## src/rtl/clock_pkg.sv

```systemverilog
// rtl/clock_pkg.sv - shared mode encodings, BCD limits and pulse bundle for the clock datapath
package clock_pkg;

    typedef enum logic [1:0] {
        RUN     = 2'd0,
        SET_HR  = 2'd1,
        SET_MIN = 2'd2
    } mode_t;

    localparam logic [3:0] UNITS_MAX      = 4'd9;
    localparam logic [3:0] TENS_MAX       = 4'd5;
    localparam logic [3:0] HOUR_TENS_MAX  = 4'd2;
    localparam logic [3:0] HOUR_UNITS_MAX = 4'd3;

    typedef struct packed {
        logic enSl;
        logic enSh;
        logic enMl;
        logic enMh;
        logic enHl;
        logic enHh;
        logic clrH;
        logic clrS;
    } pulse_t;

endpackage

```

## src/rtl/key_edge.sv

```systemverilog
// rtl/key_edge.sv - rising-edge detector for a debounced, synchronous key level
module key_edge (
    input  logic CP,
    input  logic CR,
    input  logic key,
    output logic rise
);

    logic prev;

    // prev tracks the key even in reset, so a key held through reset never looks like a press
    always_ff @(posedge CP) begin
        prev <= key;
    end

    assign rise = key & ~prev & ~CR;

endmodule

```

## src/rtl/clock_ctrl.sv

```systemverilog
// rtl/clock_ctrl.sv - time base, run/set mode FSM and digit enable/clear sequencing
module clock_ctrl
    import clock_pkg::*;
#(
    parameter int TICK_DIV = 1000
) (
    input  logic       CP,
    input  logic       CR,
    input  logic       KEY_MODE,
    input  logic       KEY_ADJ,
    input  logic [3:0] SL,
    input  logic [3:0] SH,
    input  logic [3:0] ML,
    input  logic [3:0] MH,
    input  logic [3:0] HL,
    input  logic [3:0] HH,
    output logic       EN_SL,
    output logic       EN_SH,
    output logic       EN_ML,
    output logic       EN_MH,
    output logic       EN_HL,
    output logic       EN_HH,
    output logic       CLR_H,
    output logic       CLR_S,
    output logic [1:0] MODE,
    output logic       BLINK
);

    localparam int PW = $clog2(TICK_DIV);

    logic [PW-1:0] presc;
    logic          tick;
    logic          modeRise;
    logic          adjRise;
    mode_t         modeState;
    mode_t         nextMode;
    pulse_t        nextPulse;
    pulse_t        pulseReg;
    logic          blinkReg;
    logic          s9, s59, m9, m59, h23;

    key_edge uModeEdge (.CP(CP), .CR(CR), .key(KEY_MODE), .rise(modeRise));
    key_edge uAdjEdge  (.CP(CP), .CR(CR), .key(KEY_ADJ),  .rise(adjRise));

    assign tick = (presc == PW'(TICK_DIV - 1));

    always_ff @(posedge CP) begin
        if (CR) begin
            presc <= '0;
        end else if (tick) begin
            presc <= '0;
        end else begin
            presc <= presc + 1'b1;
        end
    end

    // Non-BCD digits never equal the limits, so they cannot produce a carry
    assign s9  = (SL == UNITS_MAX);
    assign s59 = s9 & (SH == TENS_MAX);
    assign m9  = (ML == UNITS_MAX);
    assign m59 = m9 & (MH == TENS_MAX);
    assign h23 = (HH == HOUR_TENS_MAX) & (HL == HOUR_UNITS_MAX);

    always_comb begin
        nextPulse = '0;
        nextMode  = modeState;
        case (modeState)
            RUN: begin
                if (modeRise) begin
                    nextMode       = SET_HR;
                    nextPulse.clrS = 1'b1;
                end
                if (tick) begin
                    nextPulse.enSl = 1'b1;
                    nextPulse.enSh = s9;
                    nextPulse.enMl = s59;
                    nextPulse.enMh = s59 & m9;
                    if (s59 & m59 & h23) begin
                        nextPulse.clrH = 1'b1;
                    end else if (s59 & m59) begin
                        nextPulse.enHl = 1'b1;
                        nextPulse.enHh = (HL == UNITS_MAX);
                    end
                end
            end
            SET_HR: begin
                if (modeRise) begin
                    nextMode = SET_MIN;
                end else if (adjRise) begin
                    if (h23) begin
                        nextPulse.clrH = 1'b1;
                    end else begin
                        nextPulse.enHl = 1'b1;
                        nextPulse.enHh = (HL == UNITS_MAX);
                    end
                end
            end
            SET_MIN: begin
                if (modeRise) begin
                    nextMode = RUN;
                end else if (adjRise) begin
                    nextPulse.enMl = 1'b1;
                    nextPulse.enMh = m9;
                end
            end
            default: nextMode = RUN;
        endcase
    end

    always_ff @(posedge CP) begin
        if (CR) begin
            modeState <= RUN;
            pulseReg  <= '0;
            blinkReg  <= 1'b0;
        end else begin
            modeState <= nextMode;
            pulseReg  <= nextPulse;
            blinkReg  <= (modeState != RUN) && (presc < PW'(TICK_DIV / 2));
        end
    end

    assign MODE  = modeState;
    assign BLINK = blinkReg;
    assign EN_SL = pulseReg.enSl;
    assign EN_SH = pulseReg.enSh;
    assign EN_ML = pulseReg.enMl;
    assign EN_MH = pulseReg.enMh;
    assign EN_HL = pulseReg.enHl;
    assign EN_HH = pulseReg.enHh;
    assign CLR_H = pulseReg.clrH;
    assign CLR_S = pulseReg.clrS;

endmodule

```

## config.mk

```make
export PLATFORM = sky130hd
export DESIGN_NAME = clock_ctrl
export DESIGN_NICKNAME = d
export VERILOG_FILES = /design/src/rtl/clock_pkg.sv /design/src/rtl/key_edge.sv /design/src/rtl/clock_ctrl.sv
export SDC_FILE = /design/constraint.sdc
export NUM_CORES = 1
export LEC_CHECK = 0
export ABC_AREA = 1
export BUFFER_PORTS_ARGS = -buffer_cell sky130_fd_sc_hd__buf_2
export CORE_MARGIN = 1
export CORE_UTILIZATION = 39
export DETAILED_ROUTE_END_ITERATION = 6
export GPL_TIMING_DRIVEN = 0
export PLACE_DENSITY = 0.68
export SYNTH_ARGS = -nofsm -noshare
export SYNTH_HDL_FRONTEND = slang
export SYNTH_SLANG_ARGS = --single-unit
```

## constraint.sdc

```tcl
create_clock -name CP -period 1.8 [get_ports CP]
set_clock_uncertainty 0.15 [all_clocks]
set_input_delay 0.18 -clock CP [delete_from_list [all_inputs] [get_ports CP]]
set_output_delay 0.18 -clock CP [all_outputs]
set_load 0.01 [all_outputs]
```

==> summary.txt, run 1 <==
Routing
  – DRC violations left: 0
  – Initial DRT Pass Iterations: 4
  – Post-DR vias/cell: 4.60
  – Via count: 1,030
  – Detailed router's first-iteration violation count: 11
  – WL per Instance: 9.58 um
  – Routed Antenna Nets: 0
  – Final WL: 2.15 mm

Floorplan
  – Die width: 53.6 um
  – Die ar.: 2870 sq um
  – Io pins: 39
  – Row cnt: 18
  – Die Ht: 53.6 um
  – Core area: 2500 sq um
  – Initial Util: 0.415

STA
  – WHS: 0.0618 ns
  – Tmin final: 1.70 ns
  – Relative slew slack: 0.835
  – F_max: 0.589 GHz
  – Unrepaired setup endpoints after global routing: no
  – Hold Vio Cnt, Final: 0
  – Slew Limit Fails: 0
  – Crit share post-route: 0.943
  – Setup TNS Final: 0 ns
  – Worst setup margin: 0.103 ns
  – Final setup fails: 0
  – Least-Margin Pin Slew: 0.245 ns

CTS
  – Post_cts resized: 0
  – Clock insertion delay at the later pin of the skew report: 0.31 ns
  – Num CTS Buffers: 3
  – Postcts setup bufs: 0
  – Longest Clk Path Bufs: 2
  – Hold Buf Count CTS: 9
  – Sink Count: 23
  – CTS tree: done
  – Root Driver: clkbuf_4
  – Reg clk slew, reported paths: 0.12 ns
  – CTS HTree Levels: 1

GRT
  – Largest net degree at the start of global routing: 13
  – Vias in the first global route: 852
  – Grt total ovfl: 0
  – Tot GR Track Use: 0.170
  – First-pass GRT wire length: 3.45 mm
  – Initial antenna violation count: 0

Critical path
  – Crit Reg-Reg Startpoint: presc[0]$_SDFF_PP0_
  – Crit Reg-Reg Endpoint: EN_MH$_SDFF_PP0_
  – Critical path startpoint category: input pin
  – Worst R2R Path Depth: 7
  – Critical Path End Type: flip-flop
  – CP max FO: 2
  – Worst Path Required: 1.87 ns
  – WS Path Type: in -> reg
  – CP arrival: 1.77 ns
  – R2R Setup Slk: 0.29 ns
  – CP startpoint: SL[1]

Yosys
  – FF+latch count, synth: 23
  – Yosys top cell area share: 0.444
  – Mean Syn Cell Area: 7.25 sq um
  – Yosys warnings: 0
  – Syn Inst Count: 143
  – Synth top area cells: dfxtp_1 44%, inv_1 9.4%, nand2_1 9.0%, nor2_1 8.0%, nor2_2 5.4%
  – Dominant cell type by area after synthesis: dfxtp_1
  – Register area share after synthesis: 0.444
  – Mapped Nets: 172
  – Synth unique cells: 23
  – Cell Area, Synth: 1040 sq um

Finish
  – NumNets Final: 224
  – Final Cell Area: 1380 sq um
  – Share of cells above drive strength 1: 0.309
  – Commonest cells after routing, fill and taps aside: 38 x buf_2, 26 x inv_1, 25 x nand2_1
  – P&R area growth vs syn: 33.2%
  – Layout Cells excl Fill: 224
  – Most common cell after layout, fill and taps aside: buf_2
  – Final core occ: 0.553
  – Antenna Cells: 0

Placement
  – Pre-CTS setup slack: 0.316 ns
  – Inst Count DP: 211
  – Area after DPL: 1260 sq um
  – IO Port Bufs: 38
  – Hpwl dp: 1.66 mm
  – Gpl congestion: 0.799

Worst hold path
  – Min-Delay Startpoint: ML[2]
  – Hold crit path type: in -> reg
  – WHS Path Cells: 6
  – Worst hold endpoint: EN_MH$_SDFF_PP0_

Power and ir drop
  – Peak supply drop: 0.564 mV
  – Lkg Pwr: 0.657 nW
  – Cell Pwr Density: 628 nW/um^2
  – Tot Pwr: 0.867 mW

Status
  – Status: finished, final reports clean

Run
  – MaxCap Viol Count: 0
[worst max-delay path by stage]
stage	end	slack (ns)	cells past startpoint
after floorplan	presc[6]$_SDFF_PP0_	0.46	6
after global placement	EN_MH$_SDFF_PP0_	0.33	7
after detailed placement	EN_MH$_SDFF_PP0_	0.32	7
after CTS	EN_SH$_SDFF_PP0_	0.17	6
after global routing	EN_MH$_SDFF_PP0_	0.09	7
final	EN_SH$_SDFF_PP0_	0.10	6
[power breakdown]
group / internal, mW / total (mW) / switching (mW)
clock network: 0.0866 / 0.233 / 0.146
logic: 0.0532 / 0.103 / 0.0500
registers: 0.522 / 0.532 / 0.00938
[kinds of logic after synthesis]
kind of cell,share of synthesized area
and+or+nand+nor,0.391
AOI/OAI and AO/OA,0.0507
DFF,0.444
xor gates and xnor gates,0.00845
buffers and inverters,0.0941
adders and majority gates,0.0121
[critical path, stage by stage]
cell and delay, ns:
dlygate4sd3_1 0.55, buf_2 0.13, inv_1 0.04, nand2_1 0.05
dlygate4sd3_1 0.55, nor4_1 0.27
[flip-flops by register name, summed over array words and instances (netlist names)]
name / count
uModeEdge.prev: 1
uAdjEdge.prev: 1
CLR_S: 1
EN_SL: 1
EN_HH: 1
presc: 10
MODE: 2
BLINK: 1
EN_MH: 1
EN_HL: 1
CLR_H: 1
EN_ML: 1
EN_SH: 1
[final cells by class]
cell class              instances  area (sq um)
fillers                       234          1120
inverters                      26          97.6
multi-input cells              94           479
clock buffers                   4          26.3
flip-flops and latches         23           460
well taps                      30          37.5
repair buffers                 47           280
[Yosys cell counts (all sizes together)]
| cell type | n |
|---|---|
| inv | 26 |
| nor4 | 2 |
| a31o | 1 |
| nand2 | 29 |
| or2 | 2 |
| nand3b | 1 |
| nor3b | 2 |
| nor3 | 2 |
| nand4 | 4 |
| nand3 | 10 |
| ha | 1 |
| nor2 | 31 |
| dfxtp | 23 |
| xnor2 | 1 |
| a21oi | 5 |
| o21ai | 3 |
[layer usage]
| layer | track usage | vias up | share of wire | wire (um) |
|---|---|---|---|---|
| met5 | 0 | - | 0 | 0 |
| met4 | 0.0658 | 0 | 0.0079 | 17 |
| met3 | 0.0537 | 2 | 0.045 | 97 |
| met2 | 0.308 | 21 | 0.52 | 1110 |
| met1 | 0.182 | 459 | 0.43 | 916 |
| li1 | - | 548 | - | - |
No activity file was read; power rests on OpenSTA's default activity.
==> inputs of run 2 (changes only) <==
--- a/config.mk
+++ b/config.mk
@@ -5,13 +5,12 @@
 export SDC_FILE = /design/constraint.sdc
 export NUM_CORES = 1
 export LEC_CHECK = 0
-export ABC_AREA = 1
 export BUFFER_PORTS_ARGS = -buffer_cell sky130_fd_sc_hd__buf_2
 export CORE_MARGIN = 1
 export CORE_UTILIZATION = 39
 export DETAILED_ROUTE_END_ITERATION = 6
 export GPL_TIMING_DRIVEN = 0
-export PLACE_DENSITY = 0.68
+export PLACE_DENSITY = 0.69
 export SYNTH_ARGS = -nofsm -noshare
 export SYNTH_HDL_FRONTEND = slang
 export SYNTH_SLANG_ARGS = --single-unit
==> summary.txt, run 2 <==
Worst hold path
  – Hold crit path type: in -> reg
  – Min-Delay Startpoint: ML[1]
  – Worst hold endpoint: EN_MH$_SDFF_PP0_
  – WHS Path Cells: 3

Critical path
  – Critical path startpoint category: input pin
  – Crit Reg-Reg Endpoint: presc[5]$_SDFF_PP0_
  – CP arrival: 1.74 ns
  – R2R Setup Slk: 0.21 ns
  – CP delay by family, top: simple AND/OR/NAND/NOR gates
  – Worst R2R Path Depth: 6
  – Slowest-stage cell, CP: dlygate4sd3_1
  – WS Path Type: in -> reg
  – Crit Reg-Reg Startpoint: presc[0]$_SDFF_PP0_
  – Critical Path End Type: flip-flop
  – CP Cell Sequence: dlygate4sd3_1, buf_2, or3b_1, nor4b_2, a21oi_2, nor2_2
  – Worst Path Required: 1.90 ns
  – Buf/Inv on CP: 2
  – CP max FO: 10
  – Slowest Stage Delay on Critical Path: 0.53 ns

CTS
  – Longest Clk Path Bufs: 2
  – Postcts setup bufs: 0
  – Sink Count: 23
  – Num CTS Buffers: 3
  – Clock insertion delay at the later pin of the skew report: 0.31 ns
  – CTS tree: done
  – Root Driver: clkbuf_4
  – CTS HTree Levels: 1
  – Reg clk slew, reported paths: 0.12 ns

Finish
  – Fill cells: 202
  – P&R area growth vs syn: 34.5%
  – Antenna Cells: 0
  – Layout Cells excl Fill: 173
  – Most common cell after layout, fill and taps aside: buf_2
  – Final Cell Area: 1310 sq um
  – Share of cells above drive strength 1: 0.359
  – FF+latch area: 460 sq um
  – Max reg flops: 10
  – Final core occ: 0.576
  – NumNets Final: 175
  – Biggest register: presc
  – Commonest cells after routing, fill and taps aside: 39 x buf_2, 23 x dfxtp_1, 15 x nor2_1
  – Multi-input gate area: 489 sq um

Routing
  – Via count: 844
  – Final WL: 1.85 mm
  – Routed Antenna Nets: 0
  – Initial DRT Pass Iterations: 3
  – Detailed router's first-iteration violation count: 4
  – WL per Instance: 10.7 um
  – DRC violations left: 0
  – Post-DR vias/cell: 4.88

Floorplan
  – Die Ht: 52.0 um
  – Die ar.: 2700 sq um
  – Io pins: 39
  – Row cnt: 17
  – Core area: 2280 sq um
  – Die width: 52.0 um
  – Initial Util: 0.428

Yosys
  – Cell Area, Synth: 975 sq um
  – Synth unique cells: 35
  – FF+latch count, synth: 23
  – Asr flop ratio synth: 0
  – Register area share after synthesis: 0.472
  – Post-synth EDFFs: 0
  – Syn Inst Count: 95
  – Yosys top cell area share: 0.472
  – Dominant cell type by area after synthesis: dfxtp_1
  – Mean Syn Cell Area: 10.3 sq um
  – Top-count cell post-synth: dfxtp_1
  – Mapped Nets: 124
  – Top_reg_cell synth: dfxtp_1
  – Yosys warnings: 0
  – Synth top area cells: dfxtp_1 47%, nor2_1 5.8%, xnor2_1 5.4%, nand4bb_1 3.5%, xor2_1 2.7%
  – Synth cell count leaders: 23 x dfxtp_1, 15 x nor2_1, 6 x xnor2_1, 5 x nand2_1, 4 x nor3_1

STA
  – Crit share post-route: 0.912
  – Slew Limit Fails: 0
  – Setup TNS Final: 0 ns
  – WHS: 0.0285 ns
  – F_max: 0.609 GHz
  – Unrepaired setup endpoints after global routing: no
  – Least-Margin Pin Slew: 0.441 ns
  – Relative slew slack: 0.702
  – Hold Vio Cnt, Final: 0
  – Worst setup margin: 0.159 ns
  – Tmin final: 1.64 ns
  – Final setup fails: 0

Power and ir drop
  – Clock Power Share: 0.265
  – Cell Int Power: 0.673 mW
  – Cell Pwr Density: 662 nW/um^2
  – Tot Pwr: 0.869 mW
  – Logic pwr share: 0.123
  – Lkg Pwr: 0.532 nW
  – Sw Ratio: 0.225
  – Net Sw Power: 0.196 mW
  – Peak supply drop: 0.530 mV
  – Seq pwr share: 0.612

Placement
  – Gpl congestion: 0.716
  – IO Port Bufs: 37
  – Pre-CTS setup slack: 0.198 ns
  – Inst Count DP: 160
  – Area after DPL: 1190 sq um
  – Hpwl dp: 1.41 mm

GRT
  – Largest net degree at the start of global routing: 13
  – Global route hottest layer: met2
  – Vias in the first global route: 786
  – First-pass GRT wire length: 3.28 mm
  – Tot GR Track Use: 0.167
  – Initial antenna violation count: 0
  – Grt total ovfl: 0
  – Met2 Usage GRT: 0.274
  – Met1 usage in global routing: 0.193
  – GRT met3 Usage: 0.0614

Run
  – MaxCap Viol Count: 0

Status
  – Status: finished, final reports clean
==> run 2: cell count changes in the layout (fill, tap and decap cells not counted), moves of 4 or more <==
cell,previous run,this run
inv_1,26,1
nand2_1,25,5
nand2_2,4,0
nand3_1,8,2
nor2_1,22,15
nor2_2,9,1
xnor2_1,1,6
==> run 2: how the worst max path moves through the flow <==
stage	startpoint	end	slack (ns)	depth (start not counted)
after global routing	presc[0]$_SDFF_PP0_	EN_MH$_SDFF_PP0_	0.07	5
after detailed placement	presc[0]$_SDFF_PP0_	presc[5]$_SDFF_PP0_	0.20	6
after floorplan	MODE[0]$_SDFFE_PP0P_	EN_HL$_SDFF_PP0_	0.32	5
final	CR	EN_HH$_SDFF_PP0_	0.16	6
after global placement	presc[0]$_SDFF_PP0_	presc[7]$_SDFF_PP0_	0.24	6
after CTS	presc[0]$_SDFF_PP0_	presc[5]$_SDFF_PP0_	0.18	6
==> run 2: worst min-delay path, stage by stage <==
cell	delay, ns
buf_2	0.07
nand4bb_1	0.15
nor4_1	0.06
==> run 2: area by class of cell <==
type | instances | area share
Timing Repair Buffer | 46 | 0.210
Multi-Input combinational cell | 68 | 0.373
Tap cell | 28 | 0.0267
Clock buffer | 4 | 0.0200
Buffer | 3 | 0.0162
Inverter | 1 | 0.00286
Sequential cell | 23 | 0.351
==> run 2: cell families (layout without fill, tap and decap cells) <==
family / count (synthesis) / count (layout) / share of synthesized area
AO/OA/AOI/OAI: 5 / 5 / 0.0347
XOR/XNOR: 9 / 9 / 0.0809
adder cells (fa/ha/maj): 1 / 1 / 0.0128
buffers and inverters: 4 / 54 / 0.0257
flip-flops: 23 / 23 / 0.472
AND/OR/NAND/NOR: 53 / 53 / 0.374
==> run 2: metal layers <==
layer,share of wire,wire [um]
met5,0,0
met4,0.012,23
met3,0.045,83
met2,0.50,925
met1,0.44,816
==> run 2: power groups by stage <==
stage	Clock [mW]	Sequential (mW)	Combinational (mW)
6_report	0.230	0.532	0.107
5_1_grt	0.272	0.534	0.119
4_1_cts	0.242	0.532	0.106
3_5_place_dp	0	0.544	0.0921
3_3_place_gp	0	0.543	0.0892
2_1_floorplan	0	0.545	0.0488
==> run 2: what timing repair did <==
| item | in CTS | in global routing |
|---|---|---|
| hold endpoints to repair | 6 | 1 |
| hold buffers | 8 | 1 |
| gates resized for setup | 0 | 0 |
